$ cat src/rtl/simon_pkg.sv
`default_nettype none
// +----------------------------------------------------------------------------+
// | simon_pkg : shared constants, state type and LFSR/symbol helpers          |
// | Rev 1.0 - initial release                                                 |
// +----------------------------------------------------------------------------+
package simon_pkg;

    localparam logic [15:0] LFSR_MASK    = 16'hB400;
    localparam logic [15:0] DEFAULT_SEED = 16'hACE1;
    localparam int          NUM_LEDS     = 10;

    typedef enum logic [1:0] {
        IDLE = 2'd0,
        PLAY = 2'd1,
        DONE = 2'd2
    } seq_state_t;

    function automatic logic [15:0] lfsr_next(input logic [15:0] x);
        return x[0] ? ((x >> 1) ^ LFSR_MASK) : (x >> 1);
    endfunction

    // Multiply-shift maps the low byte uniformly enough onto 0..9 without rejection.
    function automatic logic [3:0] sym_of(input logic [15:0] x);
        logic [11:0] p;
        p = 12'(x[7:0]) * 12'(NUM_LEDS);
        return p[11:8];
    endfunction

endpackage
`default_nettype wire

$ cat src/rtl/simon_lfsr16.sv
`default_nettype none
// +----------------------------------------------------------------------------+
// | simon_lfsr16 : 16-bit Galois LFSR with load (priority) and step enables   |
// | Rev 1.0 - initial release                                                 |
// +----------------------------------------------------------------------------+
module simon_lfsr16
    import simon_pkg::*;
#(
    parameter logic [15:0] INIT = DEFAULT_SEED
) (
    input  logic        clk,
    input  logic        rst,
    input  logic        load,
    input  logic [15:0] load_val,
    input  logic        step,
    output logic [15:0] q
);

    logic [15:0] r_q;

    always_ff @(posedge clk or negedge rst) begin
        if (!rst) begin
            r_q <= INIT;
        end else if (load) begin
            r_q <= load_val;
        end else if (step) begin
            r_q <= lfsr_next(r_q);
        end
    end

    assign q = r_q;

endmodule
`default_nettype wire

$ cat src/rtl/simon_seq_gen.sv
`default_nettype none
// +----------------------------------------------------------------------------+
// | simon_seq_gen : seeded pseudo-random LED sequence replay for Simon game   |
// | Rev 1.0 - initial release                                                 |
// +----------------------------------------------------------------------------+
module simon_seq_gen
    import simon_pkg::*;
#(
    parameter int                LFSR_W = 16,
    parameter logic [LFSR_W-1:0] SEED   = LFSR_W'(DEFAULT_SEED),
    parameter int                LEN_W  = 7
) (
    input  logic                clk,
    input  logic                rst,
    input  logic                new_game,
    input  logic                seed_ld,
    input  logic [LFSR_W-1:0]   seed_in,
    input  logic                extend,
    input  logic                restart,
    input  logic                next,
    output logic                sym_valid,
    output logic [3:0]          sym,
    output logic [NUM_LEDS-1:0] sym_onehot,
    output logic                last,
    output logic [LEN_W-1:0]    seq_len,
    output logic [LEN_W-1:0]    pos,
    output logic                max_hit
);

    localparam logic [LEN_W-1:0] c_LEN_MAX = '1;

    seq_state_t        r_state, w_state_nxt;
    logic [LFSR_W-1:0] r_seed;
    logic [LFSR_W-1:0] w_entropy, w_replay, w_cand, w_new_seed, w_replay_ld_val;
    logic [LEN_W-1:0]  r_len, r_pos;
    logic              w_load, w_restart, w_accept, w_replay_ld, w_last, w_max;

    simon_lfsr16 #(.INIT(SEED)) u_entropy (
        .clk      (clk),
        .rst      (rst),
        .load     (1'b0),
        .load_val ('0),
        .step     (1'b1),
        .q        (w_entropy)
    );

    simon_lfsr16 #(.INIT(SEED)) u_replay (
        .clk      (clk),
        .rst      (rst),
        .load     (w_replay_ld),
        .load_val (w_replay_ld_val),
        .step     (w_accept),
        .q        (w_replay)
    );

    // Loads outrank restart, which outranks accept; a zero seed would lock the LFSR.
    assign w_load          = seed_ld | new_game;
    assign w_cand          = seed_ld ? seed_in : w_entropy;
    assign w_new_seed      = (w_cand == '0) ? SEED : w_cand;
    assign w_restart       = restart & ~w_load & (r_state != IDLE);
    assign w_accept        = next & (r_state == PLAY) & ~w_load & ~restart;
    assign w_replay_ld     = w_load | w_restart;
    assign w_replay_ld_val = w_load ? w_new_seed : r_seed;
    assign w_max           = (r_len == c_LEN_MAX);
    assign w_last          = (r_state == PLAY) && (r_pos == (r_len - LEN_W'(1)));

    always_ff @(posedge clk or negedge rst) begin
        if (!rst) begin
            r_seed <= SEED;
            r_len  <= '0;
            r_pos  <= '0;
        end else begin
            if (w_load) begin
                r_seed <= w_new_seed;
            end
            if (w_load) begin
                r_len <= LEN_W'(1);
            end else if (extend && (r_state != IDLE) && !w_max) begin
                r_len <= r_len + LEN_W'(1);
            end
            if (w_replay_ld) begin
                r_pos <= '0;
            end else if (w_accept && !w_last) begin
                r_pos <= r_pos + LEN_W'(1);
            end
        end
    end

    always_ff @(posedge clk or negedge rst) begin
        if (!rst) begin
            r_state <= IDLE;
        end else begin
            r_state <= w_state_nxt;
        end
    end

    always_comb begin
        w_state_nxt = r_state;
        if (w_load || w_restart) begin
            w_state_nxt = PLAY;
        end else if (w_accept && w_last) begin
            w_state_nxt = DONE;
        end
    end

    always_comb begin
        sym_valid  = (r_state == PLAY);
        sym        = '0;
        sym_onehot = '0;
        if (r_state == PLAY) begin
            sym        = sym_of(w_replay);
            sym_onehot = NUM_LEDS'(1) << sym;
        end
        last    = w_last;
        seq_len = r_len;
        pos     = r_pos;
        max_hit = w_max;
    end

endmodule
`default_nettype wire

$ cat config.mk
export PLATFORM = sky130hd
export DESIGN_NAME = simon_seq_gen
export DESIGN_NICKNAME = d
export VERILOG_FILES = /design/src/rtl/simon_pkg.sv /design/src/rtl/simon_lfsr16.sv /design/src/rtl/simon_seq_gen.sv
export SDC_FILE = /design/constraint.sdc
export NUM_CORES = 1
export LEC_CHECK = 0
export CAP_MARGIN = 5
export CORE_AREA = 2 2 134 84
export CTS_BUF_LIST = sky130_fd_sc_hd__clkbuf_8 sky130_fd_sc_hd__clkbuf_16
export CTS_CLUSTER_DIAMETER = 30
export DETAILED_ROUTE_END_ITERATION = 10
export DIE_AREA = 0 0 136 86
export DONT_BUFFER_PORTS = 1
export SLEW_MARGIN = 20
export SYNTH_ARGS = -nofsm -noshare
export SYNTH_HDL_FRONTEND = slang
export SYNTH_SLANG_ARGS = --single-unit
$ cat constraint.sdc
create_clock -name clk -period 4.16 [get_ports clk]
set_input_delay 0.832 -clock clk [delete_from_list [all_inputs] [get_ports clk]]
set_output_delay 0.832 -clock clk [all_outputs]
set_load 0.005 [all_outputs]
# Word level (Yosys, flattened, before mapping)

Index checks and enable logic that the tools add are counted.
Widths: inputs -> output; s select.

Shifts and indexed selects: 1
Bitwise logic cells: 11
$add $sub $neg: 3
$mul: 1
Mux-type cells: 15
Equality and inequality tests: 3
Reductions and logical operators: 14

Operators by type and width:

| kind                 | count |
|---|---|
| $mux 16              | 7 |
| $mux 7               | 4 |
| $logic_not 16->1     | 1 |
| $add 7x1->7 const B  | 2 |
| $mul 8x3->11 const B | 1 |
| $mux 10              | 1 |
| $reduce_bool 2->1    | 5 |
| $shl 1x4->10 const A | 1 |
| $not 3->4            | 2 |
| $eq 7x7->1           | 1 |
| $eq 7x7->1 const B   | 1 |
| $sub 7x1->7 const B  | 1 |
| $and 1x1->1          | 5 |
| $logic_and 1x1->1    | 5 |
| $mux 2               | 2 |
| $mux 4               | 1 |
| $eq 2x1->1 const B   | 1 |
| $logic_not 1->1      | 2 |
| $not 1->1            | 2 |
| $or 1x1->1           | 2 |
| $logic_or 1x1->1     | 1 |

Logic and storage cells: 54
Input bits: 23
Register bits after elaboration: 64

# Logic depth before layout (Yosys ltp)

Depth in word-level cells: 7
Depth in mapped cells: 10

# Hierarchy

From an unflattened synthesis, not the netlist that was laid out.

Cell total of the unflattened synthesis: 401
Area total of the unflattened synthesis: 3865.0 um^2

By module, submodules not included:

| module        | instances | sequential area each (um^2) | cells each | area an instance (um^2) |
|---|---|---|---|---|
| simon_seq_gen | 1         | 810.8                       | 253        | 2255.9 |
| simon_lfsr16  | 2         | 410.4                       | 74         | 804.5 |

# Worst setup path after synthesis

No wires, ideal clock.

Path kind: register -> output
Start: reg u_replay.r_q[2], in the netlist u_replay.q[2]
End: out sym_onehot[3]
Path buffers: 1
Stages on the path, launching flop included: 10
Arrival time: 2.529 ns
Setup slack: 0.799 ns
Required time: 3.328 ns
Path through: dfrtp_1 -> ha_1 -> ha_1 -> a41o_1 -> a21o_1 -> a21o_1 -> buf_2 -> xnor2_1 -> or2_2 -> a2111oi_0

Word-level cells in the longest chain between the ends: 3

Ends and longest elaborated chain:

| what                   | line                 | text |
|---|---|---|
| start, declared        | simon_lfsr16.sv:19   | `logic [15:0] r_q;` |
| start signal, assigned | simon_lfsr16.sv:25   | `r_q <= load_val;` |
| start signal, assigned | simon_lfsr16.sv:27   | `r_q <= lfsr_next(r_q);` |
| $mul 8x3->11           | simon_pkg.sv:25      | `p = 12'(x[7:0]) * 12'(NUM_LEDS);` |
| $shl 1x4->10           | simon_seq_gen.sv:112 | `sym_onehot = NUM_LEDS'(1) << sym;` |
| $mux 10                | simon_seq_gen.sv:110 | `if (r_state == PLAY) begin` |
| end, declared          | simon_seq_gen.sv:23  | `output logic [NUM_LEDS-1:0] sym_onehot,` |

No other way between the ends.

# Worst setup path in the final report

Same ends and word-level chain as after synthesis.

==> qor.csv <==
metric,value,unit
cts.sinks,64,
ant_nets,0,
syn_nets,423,
htree_num_levels,3,
cts_tree,done,
synth-edff-count,0,
ys.flop_type,dfrtp_1,
critPathRequiredTime,3.33,ns
vias_per_cell,5.33,
yosysWarnings,0,
postLayoutCoreUtil,0.394,
worst_pin_slew,1.01,ns
antenna_cells,0,
final_cell_mix,"nor2_1, nand2_1, dfrtp_1",
r2r-start,seq_len[0],
max_slew_margin,0.324,
nNetsFinal,410,
synth_area_leaders,"dfrtp_1, dfstp_2, mux2i_1",
avgSynthCellArea,9.51,µm²
skew,0.00440,ns
tns,0,ns
critical_path_class,flop to output pin,
grt_overflow,0,
numCtsBuffers,9,
cpMaxStageDelayCell,a2111oi_0,
die_w,136,µm
rsz0062_at_grt,false,
max_freq,260,MHz
finalCritPeriodShare,0.926,
grt_max_degree,65,
synth_top_area_share,0.272,
synth_cells,387,
core,0.0104,mm²
first_pass_iters,5,
synth.distinct_cells,60,
antenna_found_initial,0,
register_area,0.00163,mm²
path_clk_slew,0.05,ns
crit_path_start_kind,flop,
fp-row-count,29,
fin_ws,0.309,ns
multi_input_area,0.00189,mm²
wl,8850,µm
clockBufferDepth,2,
cts_setup_buffers,0,
ctsHoldBuffers,0,
cp_cell_sequence,ha_1 -> ha_1 -> a41o_1 -> a21o_1 -> a21o_1 -> xnor2_1 -> or2_2 -> a2111oi_0,
ctsResizeCount,0,
fillers,1014,
grt_use_total,0.162,
period_minus_slack,3.85,ns
initialDrtViolationCount,204,
crit_fanout,8,
drv_cap,0,
clk_latency,0.33,ns
ys_ff_latch,64,
crit_path_max_incr_delay,0.54,ns
cellLeakagePower,1.73,nW
worstPathArrival,3.02,ns
post_dp_cell_area,0.00376,mm²
grt_pass1_vias,2673,
slew_viol_final,0,
io_buffers,0,
num_vias,2760,
fin_cells,518,
drcViolationCount,0,
mostFrequentLayoutCell,nor2_1,
peakVddDrop,174,µV
syn_to_final_growth,11.0,%
critPathCaptureType,output pin,
synth_area,0.00368,mm²
hold_class,input port to async pin,
pre_cts_ws,0.656,ns
root_buffer,clkbuf_16,
yosysTopAreaCell,dfrtp_1,
start_util,0.355,
dp_cells,502,
status,"finished, final reports clean",
startpoint,u_replay.q[2],
drive_above_1_share,0.158,
fp.dieH,86,µm
pin_count,54,
setup_viol,0,
power-per-cell-area,439,mW/mm²
yosysSeqAreaShare,0.443,
synth-async-reset-ratio,1.00,
final_area,0.00408,mm²
hold_violations,0,
wire_per_inst,17.1,µm
place_congestion,0.858,
die-area,0.0117,mm²
grt_pass1_wl,14400,µm
dp_hpwl,6210,µm
-- synth_stat cells, drive strengths merged, types with 4 or more instances --
cell type / number
nand4: 4
clkbuf: 21
o21a: 4
nand3: 5
inv: 9
or2: 4
or4b: 4
nor2: 45
xor2: 10
o21ai: 12
a21o: 4
a21oi: 21
nand2b: 6
mux2i: 22
xnor2: 10
buf: 7
or4: 7
o31ai: 5
dfstp: 24
dfrtp: 40
ha: 13
a31oi: 13
nand2: 42
nor3: 5
nor4: 4
-- per-layer routing --
layer | wire length (µm) | track usage | part of all wire
met1 | 4570 | 0.243 | 0.52
met2 | 3520 | 0.212 | 0.40
met3 | 644 | 0.0644 | 0.073
met4 | 117 | 0.0455 | 0.013
met5 | 0 | 0 | 0
-- power by group --
| part | total [W] | switching, W | internal, W |
|---|---|---|---|
| clock | 0.000809 | 0.000272 | 0.000537 |
| sequential | 0.000700 | 0.0000302 | 0.000670 |
| combinational | 0.000284 | 0.000164 | 0.000120 |
| total | 0.00179 | 0.000466 | 0.00133 |
-- cell families (layout without fill, tap and decap cells) --
logic type      count (synthesis)  after routing  synth area share
mux                            24             24            0.0660
buf+inv                        37             29            0.0432
xor+xnor                       21             21            0.0537
simple gates                  143            143             0.196
flops                          64             64             0.443
compound gates                 85             85             0.153
fa+ha+maj                      13             13            0.0442
-- critical path, delay by kind of cell, from the launching register on --
kind / cells / cell delay, ns
adders and majority gates: 2 / 0.60
DFF: 1 / 0.41
xor gates and xnor gates: 1 / 0.17
AOI/OAI and AO/OA: 4 / 1.18
and+or+nand+nor: 1 / 0.33
-- final cells by class --
type,instances,area share
clock buffer,10,0.0585
tap,139,0.0426
clock inverter,6,0.0202
sequential,64,0.400
timing repair buffer,4,0.00735
inverter,9,0.00827
multi-input combinational,286,0.464
-- path summary, 6_finish.rpt --
kind	cells past startpoint	slack [ns]	end
worst min-delay path	0	0.19	u_entropy.q[1]
max in group asynchronous	0	3.76	u_replay.q[10]
worst max register to register	9	1.37	pos[6]
min in group clk	0	0.37	u_entropy.q[6]
worst max-delay path	8	0.31	sym_onehot[3]
worst min register to register	0	0.37	u_entropy.q[6]
-- metrics by stage --
step                hold WS (ns)  power (W)
floorplan                  0.360   0.000940
global placement           0.364   0.000986
detailed placement         0.364   0.000990
CTS                        0.183    0.00181
global route               0.175    0.00188
finish                     0.194    0.00179
-- sequential cells by signal (all words and copies together), names as in the netlist --
name         cells
r_seed          16
u_entropy.q     16
u_replay.q      16
pos              7
seq_len          7
r_state          2
No activity file was read; power rests on OpenSTA's default activity.
